**config.mk**
```make
export PLATFORM = sky130hd
export DESIGN_NAME = phase_timer
export DESIGN_NICKNAME = d
export VERILOG_FILES = /design/src/rtl/traffic_pkg.sv /design/src/rtl/phase_timer_sat_add.sv /design/src/rtl/phase_timer.sv
export SDC_FILE = /design/constraint.sdc
export NUM_CORES = 1
export LEC_CHECK = 0
export ABC_AREA = 0
export BUFFER_PORTS_ARGS = -buffer_cell sky130_fd_sc_hd__buf_2
export CAP_MARGIN = 0
export CORE_UTILIZATION = 45
export DETAILED_ROUTE_END_ITERATION = 16
export HOLD_SLACK_MARGIN = 0.15
export PLACE_DENSITY = 0.69
export SETUP_SLACK_MARGIN = 0.2
export SYNTH_ARGS = -nofsm -noshare
export SYNTH_HDL_FRONTEND = slang
export SYNTH_HIERARCHICAL = 1
export SYNTH_SLANG_ARGS = --single-unit
export TNS_END_PERCENT = 5
```
**constraint.sdc**
```tcl
create_clock -name clk -period 5.68 [get_ports clk]
set_clock_uncertainty 0.05 [all_clocks]
set_input_delay 1.136 -clock clk [delete_from_list [all_inputs] [get_ports clk]]
set_output_delay 1.136 -clock clk [all_outputs]
set_load 0.02 [all_outputs]
```
**src/rtl/traffic_pkg.sv**
```systemverilog
// Shared traffic-light controller definitions: phase timer state type and
// default timer dimensions also used by the controller FSM.
package traffic_pkg;

  localparam int unsigned TIMER_WIDTH_DEF    = 4;
  localparam int unsigned TIMER_EXT_STEP_DEF = 3;

  // Legacy state encodings, kept so older code comparing raw codes still matches.
  localparam logic [1:0] ST_IDLE = 2'd0;
  localparam logic [1:0] ST_RUN  = 2'd1;
  localparam logic [1:0] ST_HOLD = 2'd2;

  typedef enum logic [1:0] {
    IDLE = ST_IDLE,
    RUN  = ST_RUN,
    HOLD = ST_HOLD
  } timer_state_t;

endpackage

```
**src/rtl/phase_timer_sat_add.sv**
```systemverilog
// Saturating count adjuster: a + (add ? STEP : 0) - dec, clamped to [0, 2^WIDTH-1].
module sat_add #(
  parameter int unsigned WIDTH = 4,
  parameter int unsigned STEP  = 3
) (
  input  logic [WIDTH-1:0] i_a,
  input  logic             i_add,
  input  logic             i_dec,
  output logic [WIDTH-1:0] o_sum
);

  logic [WIDTH:0] w_step;
  logic [WIDTH:0] w_raw;

  // One extra bit of headroom; the top bit flags overflow past the count range.
  always_comb begin
    w_step = i_add ? (WIDTH+1)'(STEP) : '0;
    w_raw  = {1'b0, i_a} + w_step - {{WIDTH{1'b0}}, i_dec};
    if (i_dec && (w_step == '0) && (i_a == '0))
      o_sum = '0;
    else if (w_raw[WIDTH])
      o_sum = '1;
    else
      o_sum = w_raw[WIDTH-1:0];
  end

endmodule

```
**src/rtl/phase_timer.sv**
```systemverilog
// Phase timer: counts one-second ticks down from a loaded duration, with
// pause/hold, periodic auto-reload and saturating extension.
module phase_timer
  import traffic_pkg::*;
#(
  parameter int unsigned WIDTH    = TIMER_WIDTH_DEF,
  parameter int unsigned EXT_STEP = TIMER_EXT_STEP_DEF
) (
  input  logic             clk,
  input  logic             Reset_Sync,
  input  logic             oneHz_enable,
  input  logic             start_timer,
  input  logic [WIDTH-1:0] Value,
  input  logic             periodic,
  input  logic             pause,
  input  logic             extend,
  output logic             expired,
  output logic             busy,
  output logic [WIDTH-1:0] remaining
);

  timer_state_t     r_state, w_state_nxt;
  logic [WIDTH-1:0] r_count, w_count_nxt;
  logic [WIDTH-1:0] r_reload, w_reload_nxt;
  logic             r_mode, w_mode_nxt;
  logic             r_expired, w_expired_nxt;
  logic             r_busy;

  logic             w_add;
  logic             w_dec;
  logic [WIDTH-1:0] w_sum;

  // A tick only counts in RUN when no pause transition is happening this cycle.
  assign w_add = extend && ((r_state == RUN) || (r_state == HOLD));
  assign w_dec = oneHz_enable && !pause && (r_state == RUN);

  sat_add #(
    .WIDTH (WIDTH),
    .STEP  (EXT_STEP)
  ) u_sat_add (
    .i_a   (r_count),
    .i_add (w_add),
    .i_dec (w_dec),
    .o_sum (w_sum)
  );

  // Next-state decode; start overrides everything except reset.
  always_comb begin
    w_state_nxt   = r_state;
    w_count_nxt   = r_count;
    w_reload_nxt  = r_reload;
    w_mode_nxt    = r_mode;
    w_expired_nxt = 1'b0;
    if (start_timer) begin
      w_count_nxt  = Value;
      w_reload_nxt = Value;
      w_mode_nxt   = periodic;
      if (Value == '0) begin
        w_state_nxt   = IDLE;
        w_expired_nxt = 1'b1;
      end else begin
        w_state_nxt = RUN;
      end
    end else begin
      case (r_state)
        RUN: begin
          if (pause) begin
            w_state_nxt = HOLD;
            if (extend) w_count_nxt = w_sum;
          end else if (oneHz_enable && !extend && (r_count == WIDTH'(1))) begin
            w_expired_nxt = 1'b1;
            if (r_mode) begin
              w_count_nxt = r_reload;
            end else begin
              w_count_nxt = '0;
              w_state_nxt = IDLE;
            end
          end else if (extend || oneHz_enable) begin
            w_count_nxt = w_sum;
          end
        end
        HOLD: begin
          if (extend) w_count_nxt = w_sum;
          if (!pause) w_state_nxt = RUN;
        end
        default: ;
      endcase
    end
  end

  // State and output registers with synchronous reset.
  always_ff @(posedge clk) begin
    if (Reset_Sync) begin
      r_state   <= IDLE;
      r_count   <= '0;
      r_reload  <= '0;
      r_mode    <= 1'b0;
      r_expired <= 1'b0;
      r_busy    <= 1'b0;
    end else begin
      r_state   <= w_state_nxt;
      r_count   <= w_count_nxt;
      r_reload  <= w_reload_nxt;
      r_mode    <= w_mode_nxt;
      r_expired <= w_expired_nxt;
      r_busy    <= (w_state_nxt != IDLE);
    end
  end

  assign expired   = r_expired;
  assign busy      = r_busy;
  assign remaining = r_count;

endmodule

```
=== Word-level counts from Yosys, hierarchy flattened ===
Cells that the tools add are included.

* Input bits: 11
* Flip-flop bits (word level): 13
* Logic and storage cells: 51
* Output and inout bits: 6

* Equality and inequality tests: 4
* Muxes and demuxes: 22
* Reductions and logical operators: 17
* $add $sub $neg: 2

{| class="wikitable"
|+ Operator list
! operator !! number
|-
| $mux 4 || 8
|-
| $mux 2 || 6
|-
| $logic_not 4->1 || 2
|-
| $pmux 4 s2 || 1
|-
| $logic_and 1x1->1 || 7
|-
| $mux 1 || 6
|-
| $add 4x5->5 || 1
|-
| $logic_not 5->1 || 1
|-
| $ne 5x3->1 const B || 1
|-
| $sub 5x1->5 || 1
|-
| $eq 4x1->1 const B || 1
|-
| $pmux 2 s2 || 1
|-
| $reduce_bool 3->1 || 1
|-
| $eq 2x1->1 const B || 1
|-
| $eq 2x2->1 const B || 1
|-
| $logic_not 1->1 || 2
|-
| $logic_or 1x1->1 || 2
|-
| $reduce_and 2->1 || 1
|-
| $reduce_bool 2->1 || 1
|}

=== Logic depth before layout (Yosys ltp) ===
* Depth in word-level cells: 13
* Depth in mapped cells: 15
* Gate-level depth less buffers: 15

=== Modules after synthesis ===
Netlist, hierarchy kept.

{| class="wikitable"
|+ Modules (own cells, without submodules)
! module !! cells each !! times used !! area each (µm²)
|-
| phase_timer || 96 || 1 || 775.7
|-
| sat_add || 32 || 1 || 257.7
|}

=== Least setup slack after synthesis ===
No wires, ideal clock.

* Kind: input to register
* From: input pause
* To: register r_count[1] (netlist: remaining[1])
* Data arrival time: 3.513 ns
* Setup slack: 2.000 ns
* Stages on the path: 14
* Buffers on the path: 1
* Cell sequence: clkbuf_1 nor2b_1 and2_1 ha_1 inv_1 ha_1 fa_1 a21oi_1 o21bai_2 xnor2_1 o21a_1 mux2i_1 o21ai_0 a32o_1

* Longest elaborated chain between the ends: 11
* Elaborated cells between the ends (all ways): 16
* Classes of those cells: add/sub: 1; eq/ne: 1; mux: 8; reduce/logical: 6

{| class="wikitable"
|+ Ends and longest elaborated chain
! item !! line !! RTL
|-
| start, declared || phase_timer.sv:15 || <nowiki>input logic pause,</nowiki>
|-
| $logic_not 1->1 * || - ||
|-
| $logic_and 1x1->1 * (2 in a row) || phase_timer.sv:35 || <nowiki>assign w_dec = oneHz_enable && !pause && (r_state == RUN);</nowiki>
|-
| named net w_dec || phase_timer.sv:30 || <nowiki>logic w_dec;</nowiki>
|-
| $sub 5x1->5 or $logic_and 1x1->1 (tied branches) || phase_timer_sat_add.sv:18, phase_timer_sat_add.sv:19 ||
|-
| $mux 4 or $logic_and 1x1->1 (tied branches) || phase_timer_sat_add.sv:21, phase_timer_sat_add.sv:19 ||
|-
| $mux 4 * || phase_timer_sat_add.sv:19 || <nowiki>if (i_dec && (w_step == '0) && (i_a == '0))</nowiki>
|-
| named net w_sum[1] || phase_timer.sv:31 || <nowiki>logic [WIDTH-1:0] w_sum;</nowiki>
|-
| $mux 4 || phase_timer.sv:78 || <nowiki>end else if (extend || oneHz_enable) begin</nowiki>
|-
| $mux 4 || phase_timer.sv:70 || <nowiki>end else if (oneHz_enable && !extend && (r_count == WIDTH'(1))) begin</nowiki>
|-
| $mux 4 || phase_timer.sv:67 || <nowiki>if (pause) begin</nowiki>
|-
| $pmux 4 s2 * || phase_timer.sv:65 || <nowiki>case (r_state)</nowiki>
|-
| $mux 4 * || phase_timer.sv:54 || <nowiki>if (start_timer) begin</nowiki>
|-
| end signal, assigned || phase_timer.sv:102 || <nowiki>r_count <= w_count_nxt;</nowiki>
|-
| end, declared || phase_timer.sv:23 || <nowiki>logic [WIDTH-1:0] r_count, w_count_nxt;</nowiki>
|}

The timed path passes the listed nets; every way through them passes the cells marked *. The select of a mux whose other input is x is not followed.
A chain may end at the register's enable or synchronous reset.

=== Worst setup path in the final report ===
* From: input pause
* To: register r_count[3] (netlist: remaining[3])

Same word-level chain as after synthesis.

==> parameters.txt <==
Parameter                              Value

Outcome
  Outcome    finished clean

Cells and area
  Commonest non-fill, non-tap cell in the layout    sky130_fd_sc_hd__buf_2
  Layout overhead on the synthesized area    11.9%
  Final standard cell count with taps included and fillers excluded    170
  Share of post-route cells with drive strength above 1    0.175
  Count of nets after finishing    166
  Highest-count cells in the layout ignoring fill and taps    sky130_fd_sc_hd__buf_2, sky130_fd_sc_hd__dfxtp_1, sky130_fd_sc_hd__inv_1
  Diodes inserted    0

STA
  Worst rel slew slack    0.661
  # setup viols final    0
  Number of hold violations in the final report    0
  Crit share post-route    0.612
  Peak clock frequency supported by timing    288 MHz
  Worst hold margin    0.431 ns
  Worst-Margin Slew    0.507 ns
  Post-layout minimum cycle time    3.48 ns
  Setup TNS    0 ns
  Unrepaired setup endpoints after global routing    no
  Final Slew Violations    0

Clocking
  Sink count of the clock tree    13
  Total of hold buffers inserted after clock tree synthesis    0
  Total of cells resized after clock tree synthesis    0
  CTS clk-pin slew, worst paths    0.08 ns
  Max Root-Sink Buffers    2
  H-tree Lvls    1
  Clock latency of the later-clocked register in the worst-skew pair    0.27 ns
  CTS Root Buffer Type    sky130_fd_sc_hd__clkbuf_4
  Number of buffers created by CTS    3
  Clock tree from TritonCTS    built
  Post-CTS setup buffer count    0

Floorplanning
  Die Span X    49.9 µm
  Number of core rows    16
  Area inside the core boundary    0.00206 mm²
  Vertical extent of the die    49.9 µm
  Area enclosed by the die boundary    0.00249 mm²
  Initial standard-cell utilization of the core    0.501
  I/O pin count    17

Setup path
  Register-to-Register Setup Slack    2.51 ns
  Cell depth of the worst setup path    14
  Worst EP required    5.80 ns
  Worst-case reg-to-reg path depth    15
  Worst r2r src    r_state[0]
  Setup Crit Path Kind    in2reg
  R2R Path End    remaining[3]
  Data arrival time of the worst path    3.59 ns
  Library cell contributing the largest single delay on the critical path    sky130_fd_sc_hd__fa_1
  Worst setup SP type    input pin
  Slowest Stage Delay on Critical Path    0.41 ns
  Kind of cell adding the most delay to the critical path    adder cells
  CP Max Fanout    10
  Buffers & Inverters on Critical Path    2
  Worst Setup End Kind    flip-flop
  Worst path cell trace    buf_2 -> nor2b_1 -> and2_1 -> ha_1 -> inv_1 -> ha_1 -> fa_1 -> a21oi_1 -> o21bai_2 -> xnor2_1 -> a21oi_1 -> mux2i_1 -> o21ai_0 -> a32o_1

Synth
  FF+latch count, synth    13
  Average cell area after synthesis    8.07 µm²
  Fraction of the yosys area taken by sequential cells    0.252
  Yosys warning total    6
  Count of mapped cells out of synthesis    128
  Post-synthesis cell area    0.00103 mm²
  Synth Net Count    150
  Number of distinct library cell variants in the gate-level netlist after synthesis    37

Placed design
  I/O Buffers    16
  Placer Congestion    0.851
  Cells after DPL    166
  Final HPWL from detailed placement    1.71 mm

GRT
  Total grt overflow    0
  Global-route wire length before repair    3.68 mm
  Maximum number of pins on one net before global-route repair    19
  Global-route usage over all layers    0.188
  Number of global-route vias before repair    875
  Antenna violations before repair    0

Detailed routing
  Drt wl/cell    12.4 µm
  Post-route DRC violation count    0
  Number of iterations in the first detailed-routing pass    4
  Routed via count divided by cell count    5.48
  Via count    931
  Number of nets with antenna violations after routing    0
  Number of DRC violations after detailed-routing iteration 0    34
  Wire length reported by the detailed router    2.11 mm

Pwr
  Leakage    0.486 nW
  Max VDD drop    0.190 mV
  Power after layout    0.273 mW
  Power density of the placed cells    236 mW/mm²

Run
  Number of maximum-capacitance constraint violations    0

Hold path
  Hold Crit Depth    2
  Worst Hold End    r_reload[3]
  Class of the tightest hold or removal check    reg2reg
  Startpoint of the worst hold path    r_reload[3]
==> cells in the mapped netlist <==
master                      n  area share
sky130_fd_sc_hd__a21o_1     1      0.0073
sky130_fd_sc_hd__a21oi_1   11       0.053
sky130_fd_sc_hd__a31oi_1    1      0.0061
sky130_fd_sc_hd__a32o_1     4       0.039
sky130_fd_sc_hd__and2_1     1      0.0061
sky130_fd_sc_hd__and4_1     1      0.0085
sky130_fd_sc_hd__buf_1      1      0.0036
sky130_fd_sc_hd__clkbuf_1   4       0.015
sky130_fd_sc_hd__dfxtp_1   13        0.25
sky130_fd_sc_hd__fa_1       1       0.019
sky130_fd_sc_hd__ha_1      10        0.12
sky130_fd_sc_hd__inv_1     12       0.044
sky130_fd_sc_hd__mux2i_1    4       0.039
sky130_fd_sc_hd__nand2_1   11       0.040
sky130_fd_sc_hd__nand2b_1   7       0.042
sky130_fd_sc_hd__nand4_1    1      0.0061
sky130_fd_sc_hd__nor2_1     5       0.018
sky130_fd_sc_hd__nor2b_1    2       0.012
sky130_fd_sc_hd__nor3_1     1      0.0048
sky130_fd_sc_hd__nor3b_1    1      0.0073
sky130_fd_sc_hd__nor4_1     1      0.0061
sky130_fd_sc_hd__o211ai_1   5       0.036
sky130_fd_sc_hd__o21a_1     2       0.015
sky130_fd_sc_hd__o21ai_0   11       0.053
sky130_fd_sc_hd__o21bai_1   1      0.0073
sky130_fd_sc_hd__o21bai_2   1       0.011
sky130_fd_sc_hd__o22a_1     1      0.0085
sky130_fd_sc_hd__o22ai_1    1      0.0061
sky130_fd_sc_hd__o311a_1    2       0.019
sky130_fd_sc_hd__or2_2      1      0.0061
sky130_fd_sc_hd__or2_4      1      0.0085
sky130_fd_sc_hd__or2b_1     1      0.0073
sky130_fd_sc_hd__or2b_4     1       0.011
sky130_fd_sc_hd__or3_1      1      0.0061
sky130_fd_sc_hd__or3b_1     1      0.0085
sky130_fd_sc_hd__or4b_4     1       0.013
sky130_fd_sc_hd__xnor2_1    4       0.034
==> per-layer routing <==
layer | GRT usage | vias to the layer above | part of all wire
li1 | - | 483 | -
met1 | 0.243 | 421 | 0.47
met5 | 0 | - | 0
met2 | 0.318 | 25 | 0.48
met4 | 0.0714 | 0 | 0.0066
met3 | 0.0216 | 2 | 0.041
==> where the power goes <==
group	switching [mW]	internal [mW]
sequential	0.00697	0.0976
combinational	0.0607	0.0521
clock	0.0298	0.0261
==> registers in the layout, summed over array words and instances (netlist names) <==
signal	flops
remaining	4
expired	1
busy	1
r_state	2
r_reload	4
r_mode	1
==> metrics by stage <==
step	worst slack, ns	area, µm²	util
floorplan	2.00	1030	-
global placement	1.98	1130	0.547
detailed placement	1.93	1130	0.547
CTS	2.21	1160	0.561
finish	2.20	1160	0.561
global route	2.07	1160	0.561
==> how the worst max path moves through the flow <==
stage | startpoint | end
final | pause | remaining[3]
after global routing | pause | remaining[2]
after CTS | pause | remaining[1]
after floorplan | pause | remaining[1]
after detailed placement | pause | remaining[1]
after global placement | pause | remaining[2]
==> worst register-to-register path: stages (launching register included) <==
cell,delay [ns]
sky130_fd_sc_hd__dfxtp_1,0.39
sky130_fd_sc_hd__inv_1,0.06
sky130_fd_sc_hd__ha_1,0.35
sky130_fd_sc_hd__nor2b_1,0.12
sky130_fd_sc_hd__inv_1,0.08
sky130_fd_sc_hd__ha_1,0.27
sky130_fd_sc_hd__inv_1,0.04
sky130_fd_sc_hd__ha_1,0.19
sky130_fd_sc_hd__fa_1,0.41
sky130_fd_sc_hd__a21oi_1,0.18
sky130_fd_sc_hd__o21bai_2,0.09
sky130_fd_sc_hd__xnor2_1,0.19
sky130_fd_sc_hd__a21oi_1,0.13
sky130_fd_sc_hd__mux2i_1,0.14
sky130_fd_sc_hd__o21ai_0,0.11
sky130_fd_sc_hd__a32o_1,0.26
==> logic make-up (layout without fill, tap and decap cells) <==
logic type / Yosys count / after routing / synth area share
AO/OA/AOI/OAI: 41 / 41 / 0.262
XOR/XNOR: 4 / 4 / 0.0339
adder cells (fa/ha/maj): 11 / 11 / 0.140
buffers and inverters: 17 / 32 / 0.0617
flip-flops: 13 / 13 / 0.252
multiplexers: 4 / 4 / 0.0387
AND/OR/NAND/NOR: 38 / 38 / 0.212
==> final cells by class <==
type                    instances  area (µm²)
multi-input cells              98         709
clock inverters                 1        5.00
inverters                      12        45.0
clock buffers                   3        22.5
fillers                       204         906
well taps                      27        33.8
flip-flops and latches         13         260
repair buffers                 16        80.1
Power figures use the tool's default switching activity.
